===== config.mk =====
export PLATFORM = sky130hd
export DESIGN_NAME = square_wave_period_meter_flat
export DESIGN_NICKNAME = d
export VERILOG_FILES = /design/src/rtl/square_wave_period_meter_if.sv /design/src/rtl/square_wave_period_meter.sv /design/src/flat_wrapper.sv
export SDC_FILE = /design/constraint.sdc
export NUM_CORES = 1
export LEC_CHECK = 0
export BUFFER_PORTS_ARGS = -buffer_cell sky130_fd_sc_hd__buf_2
export CAP_MARGIN = 20
export CORE_MARGIN = 5
export CORE_UTILIZATION = 45
export DETAILED_ROUTE_END_ITERATION = 6
export MAX_ROUTING_LAYER = met4
export PLACE_DENSITY = 0.77
export SYNTH_ARGS = -nofsm -noshare
export SYNTH_HDL_FRONTEND = slang
export SYNTH_SLANG_ARGS = --single-unit

===== constraint.sdc =====
create_clock -name clk -period 10.2 [get_ports clk]
set_input_delay 1.02 -clock clk [delete_from_list [all_inputs] [get_ports clk]]
set_output_delay 1.02 -clock clk [all_outputs]
set_load 0.05 [all_outputs]

===== src/rtl/square_wave_period_meter_if.sv =====
// Signal-under-test input and measurement results of square_wave_period_meter.
// master drives the input and observes the results; slave is the meter side.
interface square_wave_period_meter_if #(
    parameter int COUNT_WIDTH = 24
);
    logic signed [15:0]     in;
    logic [COUNT_WIDTH-1:0] cycles_high;
    logic [COUNT_WIDTH-1:0] cycles_low;
    logic [COUNT_WIDTH:0]   period;
    logic                   valid;
    logic [COUNT_WIDTH:0]   avg_period;
    logic                   avg_valid;
    logic                   stalled;

    modport master (
        output in,
        input  cycles_high, cycles_low, period, valid, avg_period, avg_valid, stalled
    );

    modport slave (
        input  in,
        output cycles_high, cycles_low, period, valid, avg_period, avg_valid, stalled
    );
endinterface


===== src/rtl/square_wave_period_meter.sv =====
// Measures high time, low time and period (in clk cycles) of a fixed-point square wave
// through a hysteresis comparator, with stall detection and a block-averaged period.
module square_wave_period_meter #(
    parameter int  SIGNAL_FRACTION_WIDTH = 14,
    parameter real VCC                   = 12.0,
    parameter real V_TH_HIGH             = 3.33,
    parameter real V_TH_LOW              = 1.67,
    parameter int  COUNT_WIDTH           = 24,
    parameter int  TIMEOUT_CYCLES        = 2000000,
    parameter int  AVG_LOG2              = 2
) (
    input  logic                     clk,
    input  logic                     I_RST,
    square_wave_period_meter_if.slave bus
);
    localparam int TH_HIGH_I = $rtoi(V_TH_HIGH * real'(1 << SIGNAL_FRACTION_WIDTH) / VCC);
    localparam int TH_LOW_I  = $rtoi(V_TH_LOW  * real'(1 << SIGNAL_FRACTION_WIDTH) / VCC);
    localparam logic signed [15:0] TH_HIGH = 16'(TH_HIGH_I);
    localparam logic signed [15:0] TH_LOW  = 16'(TH_LOW_I);

    localparam int PW    = COUNT_WIDTH + 1;
    localparam int ACC_W = PW + AVG_LOG2;
    localparam int BLK_W = AVG_LOG2 + 1;
    localparam logic [BLK_W-1:0]       BLK_LAST = BLK_W'((1 << AVG_LOG2) - 1);
    localparam logic [COUNT_WIDTH-1:0] TIMEOUT  = COUNT_WIDTH'(TIMEOUT_CYCLES);

    typedef enum logic [1:0] {SYNC, ARM, MEAS_HIGH, MEAS_LOW} state_t;

    state_t                 state, state_next;
    logic                   level, level_next;
    logic                   at_high, at_low, rise, fall;
    logic [COUNT_WIDTH-1:0] cnt, hi_lat;
    logic [ACC_W-1:0]       acc, acc_sum;
    logic [BLK_W-1:0]       blk;
    logic [PW-1:0]          period_new;
    logic                   start, latch_high, done, timeout;

    assign at_high    = bus.in >= TH_HIGH;
    assign at_low     = bus.in <= TH_LOW;
    assign rise       = !level && level_next;
    assign fall       = level && !level_next;
    assign period_new = {1'b0, hi_lat} + {1'b0, cnt};
    assign acc_sum    = acc + ACC_W'(period_new);

    always_comb begin
        level_next = level;
        if (at_high)
            level_next = 1'b1;
        else if (at_low)
            level_next = 1'b0;
    end

    always_ff @(posedge clk) begin
        if (I_RST)
            state <= SYNC;
        else
            state <= state_next;
    end

    // A transition on the timeout edge wins, so a phase of exactly TIMEOUT_CYCLES is still measured.
    always_comb begin
        state_next = state;
        start      = 1'b0;
        latch_high = 1'b0;
        done       = 1'b0;
        timeout    = 1'b0;
        case (state)
            SYNC: begin
                if (!level && !at_high)
                    state_next = ARM;
            end
            ARM: begin
                if (rise) begin
                    state_next = MEAS_HIGH;
                    start      = 1'b1;
                end
            end
            MEAS_HIGH: begin
                if (fall) begin
                    state_next = MEAS_LOW;
                    latch_high = 1'b1;
                end else if (cnt == TIMEOUT) begin
                    state_next = SYNC;
                    timeout    = 1'b1;
                end
            end
            MEAS_LOW: begin
                if (rise) begin
                    state_next = MEAS_HIGH;
                    done       = 1'b1;
                end else if (cnt == TIMEOUT) begin
                    state_next = SYNC;
                    timeout    = 1'b1;
                end
            end
            default: ;
        endcase
    end

    always_ff @(posedge clk) begin
        if (I_RST) begin
            level           <= 1'b0;
            cnt             <= '0;
            hi_lat          <= '0;
            acc             <= '0;
            blk             <= '0;
            bus.cycles_high <= '0;
            bus.cycles_low  <= '0;
            bus.period      <= '0;
            bus.valid       <= 1'b0;
            bus.avg_period  <= '0;
            bus.avg_valid   <= 1'b0;
            bus.stalled     <= 1'b0;
        end else begin
            level         <= level_next;
            bus.valid     <= 1'b0;
            bus.avg_valid <= 1'b0;

            if (start || latch_high || done)
                cnt <= COUNT_WIDTH'(1);
            else if (timeout)
                cnt <= '0;
            else if (state == MEAS_HIGH || state == MEAS_LOW)
                cnt <= cnt + 1'b1;

            if (latch_high)
                hi_lat <= cnt;

            if (done) begin
                bus.cycles_high <= hi_lat;
                bus.cycles_low  <= cnt;
                bus.period      <= period_new;
                bus.valid       <= 1'b1;
                bus.stalled     <= 1'b0;
                if (blk == BLK_LAST) begin
                    bus.avg_period <= acc_sum[AVG_LOG2 +: PW];
                    bus.avg_valid  <= 1'b1;
                    acc            <= '0;
                    blk            <= '0;
                end else begin
                    acc <= acc_sum;
                    blk <= blk + 1'b1;
                end
            end

            if (timeout) begin
                bus.stalled <= 1'b1;
                acc         <= '0;
                blk         <= '0;
            end
        end
    end
endmodule


===== src/flat_wrapper.sv =====
// flat-port wrapper written by rule: the top's interface ports become plain ports
module square_wave_period_meter_flat 
#(
    parameter int  SIGNAL_FRACTION_WIDTH = 14,
    parameter real VCC                   = 12.0,
    parameter real V_TH_HIGH             = 3.33,
    parameter real V_TH_LOW              = 1.67,
    parameter int  COUNT_WIDTH           = 24,
    parameter int  TIMEOUT_CYCLES        = 2000000,
    parameter int  AVG_LOG2              = 2
)
  (clk, I_RST, bus_in, bus_cycles_high, bus_cycles_low, bus_period, bus_valid, bus_avg_period, bus_avg_valid, bus_stalled);
  square_wave_period_meter_if #(.COUNT_WIDTH(COUNT_WIDTH)) bus_i ();
  input  logic clk;
  input  logic I_RST;
  input wire logic [$bits(bus_i.in)-1:0] bus_in;
  output wire logic [$bits(bus_i.cycles_high)-1:0] bus_cycles_high;
  output wire logic [$bits(bus_i.cycles_low)-1:0] bus_cycles_low;
  output wire logic [$bits(bus_i.period)-1:0] bus_period;
  output wire logic [$bits(bus_i.valid)-1:0] bus_valid;
  output wire logic [$bits(bus_i.avg_period)-1:0] bus_avg_period;
  output wire logic [$bits(bus_i.avg_valid)-1:0] bus_avg_valid;
  output wire logic [$bits(bus_i.stalled)-1:0] bus_stalled;
  assign bus_i.in = bus_in;
  assign bus_cycles_high = bus_i.cycles_high;
  assign bus_cycles_low = bus_i.cycles_low;
  assign bus_period = bus_i.period;
  assign bus_valid = bus_i.valid;
  assign bus_avg_period = bus_i.avg_period;
  assign bus_avg_valid = bus_i.avg_valid;
  assign bus_stalled = bus_i.stalled;
  square_wave_period_meter #(.SIGNAL_FRACTION_WIDTH(SIGNAL_FRACTION_WIDTH), .VCC(VCC), .V_TH_HIGH(V_TH_HIGH), .V_TH_LOW(V_TH_LOW), .COUNT_WIDTH(COUNT_WIDTH), .TIMEOUT_CYCLES(TIMEOUT_CYCLES), .AVG_LOG2(AVG_LOG2)) u_core (.clk(clk), .I_RST(I_RST), .bus(bus_i));
endmodule

Word-level counts from Yosys, hierarchy flattened. Index checks and enable logic that the tools add are counted.

Bits of input ports: 18. Logic and storage cells: 71. Register bits: 182. Output and inout port bits: 101.

Add/sub/neg operators: 4. Magnitude comparators: 2. Equality and inequality tests: 7. Reduce and logical (&&, ||, !) cells: 17. Mux-type cells: 26. Bitwise logic cells: 1.

Operators by type and width (count): $add 27x25->27 (1); $mux 27 (1); $add 24x24->25 (1); $add 24x1->24 const B (1); $eq 24x21->1 const B (1); $mux 1 (17); $ge 16x14->1 const B (1); $le 16x13->1 const B (1); $mux 2 (5); $pmux 2 s4 (1); $eq 2x2->1 const B (2); $ne 2x1->1 const B (2); $reduce_and 2->1 (2); $reduce_or 2->1 (2); $add 3x1->3 const B (1); $eq 3x2->1 const B (1); $logic_and 1x1->1 (3); $logic_not 1->1 (3); $logic_or 1x1->1 (3); $mux 3 (1); $reduce_bool 3->1 (1); $reduce_or 3->1 (1); $eq 2x1->1 const B (1); $logic_not 2->1 (1); 3 further kinds (3).

Logic depth before layout (Yosys ltp).
Depth in word-level cells: 10. Mapped depth: 21. Gate-level depth less buffers: 21.

Worst setup path after synthesis. Ideal clock, no wire load.

Kind: reg2reg. Start point: register u_core.cnt[0]. End point: register u_core.acc[23]. Cell stages (with the launch flop): 21. Buffers on the path: 0. Library setup time: 117 ps. Period minus slack after synthesis: 4078 ps. Data required time: 10083 ps. Path slack: 6122 ps. Arrival: 3961 ps. Cell sequence: dfxtp_1 -> ha_1 -> inv_1 -> fa_1 -> nor2b_1 -> o21ai_0 -> a21boi_1 -> o21ai_0 -> a211oi_1 -> a21oi_1 -> o21bai_1 -> a21oi_1 -> xnor2_1 -> ha_1 -> a21oi_1 -> nor2b_1 -> o21ai_0 -> a31oi_1 -> or3_1 -> and2_1 -> a22o_1.

Elaborated cells between the ends (all ways): 9. Those cells by class: 2 x add/sub; 1 x eq/ne; 5 x mux; 1 x reduce/logical.

RTL lines: start: declaration (line square_wave_period_meter.sv:32) `logic [COUNT_WIDTH-1:0] cnt, hi_lat;`; start signal: assignment (line square_wave_period_meter.sv:124) `cnt <= cnt + 1'b1;`; $add 24x24->25 (line square_wave_period_meter.sv:42) `assign period_new = {1'b0, hi_lat} + {1'b0, cnt};`; net u_core.period_new[18] (line square_wave_period_meter.sv:35) `logic [PW-1:0] period_new;`; $add 27x25->27 (line square_wave_period_meter.sv:43) `assign acc_sum = acc + ACC_W'(period_new);`; $mux 27 (line square_wave_period_meter.sv:135) `if (blk == BLK_LAST) begin`; end signal: assignment (line square_wave_period_meter.sv:141) `acc <= acc_sum;`; end: declaration (line square_wave_period_meter.sv:33) `logic [ACC_W-1:0] acc, acc_sum;`.

The timed path passes the listed nets, and every way through them passes these cells. A chain may end at the register's enable or synchronous reset.

Final worst setup path. Same ends and word-level chain as after synthesis.

==> parameters.txt <==
Parameter                              Value

Detailed routing
  Vias per cell ... 5.52
  Number of remaining DRC errors ... 0
  Wire length per cell after detailed routing ... 15.8 µm
  Number of search-and-repair iterations in the first detailed-routing pass ... 5
  Iter 0 DRT Violations ... 502
  Wire length after detailed routing ... 23,300 µm
  Routed via count ... 8,143
  Remaining antenna violation count ... 0

Floorplanning
  Total Die Area ... 23,100 µm²
  Initial Util ... 0.453
  Cell row count ... 52
  Overall die height ... 152 µm
  Core Footprint ... 20,000 µm²
  Horizontal die dimension ... 152 µm
  Ports placed on the boundary ... 119

STA
  Worst slew pin tran ... 0.986 ns
  Final critical path time including I/O delays and setup ... 4.82 ns
  Total Negative Setup Slacks ... 0 ns
  Portion of the clock cycle consumed by the worst path in the final layout ... 0.473
  Final max-slew violation count ... 0
  Setup clock skew after layout ... 0.0141 ns
  Max-slew headroom at the worst pin ... 0.343
  Hold Fails Final Rpt ... 0
  Final hold slack ... 0.436 ns
  Highest achievable clock rate ... 207 MHz
  RSZ-0062 raised after global routing ... no
  Setup-failing EPs final ... 0

Synthesis
  Most area-hungry cell type in the Yosys netlist ... sky130_fd_sc_hd__dfxtp_1
  Cell with the most instances after synthesis ... sky130_fd_sc_hd__nand2_1
  Post-synthesis instance total ... 1,104
  Dominant synthesized flop cell ... sky130_fd_sc_hd__dfxtp_1
  Adder and majority cell fraction of the synthesized area ... 0.0775
  Xor/xnor cell area share of the yosys netlist ... 0.0627
  Register area share after synthesis ... 0.401
  Combinational family with the most area after synthesis ... simple AND/OR/NAND/NOR gates
  Number of enable-type register cells in the synthesized netlist ... 0
  Top post-synthesis cells by area ... sky130_fd_sc_hd__dfxtp_1 (40%), sky130_fd_sc_hd__nand2_1 (8.9%), sky130_fd_sc_hd__ha_1 (7.3%)
  Mean area per synthesized cell ... 8.22 µm²
  Compound-gate portion of the synthesized area ... 0.180
  Simple logic cell fraction of the synthesized area ... 0.212
  Netlist cell types ... 58
  Ys Warns ... 0
  Post-Synthesis Cell Area ... 9070 µm²
  Synthesized Nets ... 1,177
  Most numerous cell types in the synthesized netlist ... sky130_fd_sc_hd__nand2_1 (214), sky130_fd_sc_hd__dfxtp_1 (182), sky130_fd_sc_hd__a21oi_1 (125)
  Share of Yosys cell area claimed by the top area cell type ... 0.401
  Fraction of registers with async set or reset after synthesis ... 0
  Multiplexer area fraction after synthesis ... 0.0298
  Number of storage elements in the synthesis netlist ... 182

Finish
  Number of nets in the layout ... 1,265
  Finished layout cell area ... 10,400 µm²
  P&R area growth vs syn ... 14.8%
  Final Util ... 0.520
  Count of antenna diodes in the layout ... 0
  Share of cells above drive strength 1 ... 0.135
  Number of fill cells ... 1,920

Power
  Switching pwr ... 0.000318 W
  Sequential share of power ... 0.498
  Static leakage ... 4.46 nW
  Ratio of total power to cell area ... 138 nW/µm²
  Switching share of power ... 0.222
  Clock share of power ... 0.478
  Maximum resistive drop on vdd ... 0.123 mV
  Internal power ... 0.00112 W
  Combinational share of power ... 0.023
  Final Power ... 0.00144 W

Clock tree
  Clk slew on worst S/H paths ... 0.07 ns
  Clock sink count ... 182
  Total CTS buffers ... 17
  Cts repair resizes ... 0
  CTS root buffer ... sky130_fd_sc_hd__clkbuf_16
  Number of buffers inserted to repair setup after CTS ... 0
  Clock tree from TritonCTS ... yes
  Maximum count of clock buffers along a single path ... 2
  H-tree depth ... 4
  Number of buffers inserted for hold repair after clock tree synthesis ... 0
  Insertion delay to the later sink of the worst-skew pair ... 0.44 ns

GRT
  Largest net degree at the start of global routing ... 91
  Global route overflow ... 0
  Vias in the first global route ... 7,797
  First-pass GRT wire length ... 38,700 µm
  Number of antenna violations at the first check in global routing ... 0
  Global-route total usage across every layer ... 0.204

Job
  Number of max-capacitance violations reported ... 0

Setup path
  First element of the critical path ... u_core.cnt[0]$_SDFFE_PP0P_
  CP endpoint kind ... flip-flop
  Worst setup path class ... flip-flop to flip-flop
  CP required ... 10.53 ns
  Startpoint class of the critical path ... flip-flop
  Minimum setup slack among reg-to-reg paths ... 5.38 ns
  Worst Path Max Fanout ... 7
  Arr. time, crit path ... 5.15 ns
  Reg-to-Reg Start ... u_core.cnt[0]$_SDFFE_PP0P_

Hold path
  Path class of the lowest-slack min-delay path ... flip-flop to flip-flop
  Critical hold path startpoint ... u_core.blk[2]$_SDFFE_PP0P_

Placement
  Routability-driven placement congestion ratio ... 0.924
  Port bufs ... 118
  Standard cell area after detailed placement ... 9800 µm²
  Post-DP HPWL ... 16,500 µm

Run status
  Outcome ... finished clean
## final timing paths
check / to / cells after the start
min reg2reg: u_core.blk[2]$_SDFFE_PP0P_ / 2
min: u_core.blk[2]$_SDFFE_PP0P_ / 2
max reg2reg: u_core.acc[23]$_SDFFE_PP0P_ / 18
max: u_core.acc[23]$_SDFFE_PP0P_ / 18
## state kept, by name (all words and copies together) (netlist names)
| name | flops |
|---|---|
| u_core.acc | 27 |
| u_core.blk | 3 |
| u_core.bus.avg_period | 25 |
| u_core.bus.avg_valid | 1 |
| u_core.bus.cycles_high | 24 |
| u_core.bus.cycles_low | 24 |
| u_core.bus.period | 25 |
| u_core.bus.stalled | 1 |
| u_core.bus.valid | 1 |
| u_core.cnt | 24 |
| u_core.hi_lat | 24 |
| u_core.level | 1 |
| u_core.state | 2 |
## cell families (layout without fill, tap and decap cells)
kind of cell	Yosys count	in the layout
AND/OR/NAND/NOR	436	436
buffers and inverters	75	176
multiplexers	27	27
AO/OA/AOI/OAI	264	264
XOR/XNOR	65	65
flip-flops	182	182
adder cells (fa/ha/maj)	55	55
## per-stage QoR
| stage | worst slack (ns) | std cells |
|---|---|---|
| global route | 5.01 | 1475 |
| floorplan | 6.12 | 1104 |
| global placement | 5.77 | 1443 |
| CTS | 5.46 | 1475 |
| detailed placement | 5.54 | 1443 |
| finish | 5.38 | 1475 |
## layout make-up
| class | instances | area [µm²] | share of cell area |
|---|---|---|---|
| multi-input cells | 847 | 5110 | 0.491 |
| flip-flops and latches | 182 | 3640 | 0.350 |
| repair buffers | 124 | 638 | 0.0613 |
| clock buffers | 19 | 443 | 0.0425 |
| well taps | 270 | 338 | 0.0324 |
| clock inverters | 13 | 169 | 0.0162 |
| inverters | 20 | 75.1 | 0.00721 |
## metal layers
metal  up-vias  track usage  part of all wire
met4         0       0.0711             0.023
li1       4001            -                 -
met1      3860        0.257              0.44
met5         -            -                 0
met2       237        0.327              0.48
met3        45       0.0392             0.056
## power by group through the flow
| stage | clock network (W) | registers (W) | logic [W] |
|---|---|---|---|
| after floorplan | 0 | 0.000731 | 0.0000239 |
| after global placement | 0 | 0.000731 | 0.0000333 |
| after detailed placement | 0 | 0.000731 | 0.0000337 |
| after CTS | 0.000699 | 0.000715 | 0.0000339 |
| after global routing | 0.000726 | 0.000715 | 0.0000375 |
| final | 0.000687 | 0.000715 | 0.0000337 |
## critical path, cell delays in order, from the launching register on
cell and delay, ns:
sky130_fd_sc_hd__dfxtp_1 0.48, sky130_fd_sc_hd__ha_1 0.23, sky130_fd_sc_hd__inv_1 0.06, sky130_fd_sc_hd__fa_1 0.41
sky130_fd_sc_hd__nor2b_1 0.13, sky130_fd_sc_hd__o21ai_0 0.10, sky130_fd_sc_hd__a21boi_1 0.24, sky130_fd_sc_hd__o21ai_0 0.24
sky130_fd_sc_hd__nor2b_1 0.22, sky130_fd_sc_hd__xnor2_1 0.23, sky130_fd_sc_hd__ha_1 0.33, sky130_fd_sc_hd__a211o_1 0.31
sky130_fd_sc_hd__o22ai_1 0.28, sky130_fd_sc_hd__o31ai_1 0.23, sky130_fd_sc_hd__o211ai_1 0.36, sky130_fd_sc_hd__a31oi_1 0.17
sky130_fd_sc_hd__or3_1 0.35, sky130_fd_sc_hd__and2_1 0.17, sky130_fd_sc_hd__a22o_1 0.19
## cells in the final DEF (no fill, tap or decap), types with 7 or more instances in the layout
cell type	n
sky130_fd_sc_hd__a211oi_1	11
sky130_fd_sc_hd__a21o_1	21
sky130_fd_sc_hd__a21oi_1	125
sky130_fd_sc_hd__a22o_1	7
sky130_fd_sc_hd__a22oi_1	16
sky130_fd_sc_hd__a31oi_1	7
sky130_fd_sc_hd__and3_1	9
sky130_fd_sc_hd__buf_2	117
sky130_fd_sc_hd__buf_4	7
sky130_fd_sc_hd__clkbuf_16	17
sky130_fd_sc_hd__dfxtp_1	182
sky130_fd_sc_hd__ha_1	53
sky130_fd_sc_hd__inv_1	20
sky130_fd_sc_hd__mux2i_1	27
sky130_fd_sc_hd__nand2_1	213
sky130_fd_sc_hd__nand2b_1	7
sky130_fd_sc_hd__nand3_1	16
sky130_fd_sc_hd__nand4_1	7
sky130_fd_sc_hd__nor2_1	115
sky130_fd_sc_hd__nor3_1	18
sky130_fd_sc_hd__o21a_1	10
sky130_fd_sc_hd__o21ai_0	24
sky130_fd_sc_hd__o21bai_1	8
sky130_fd_sc_hd__xnor2_1	35
sky130_fd_sc_hd__xor2_1	30
Note: power is estimated with default switching activity, not from simulation.
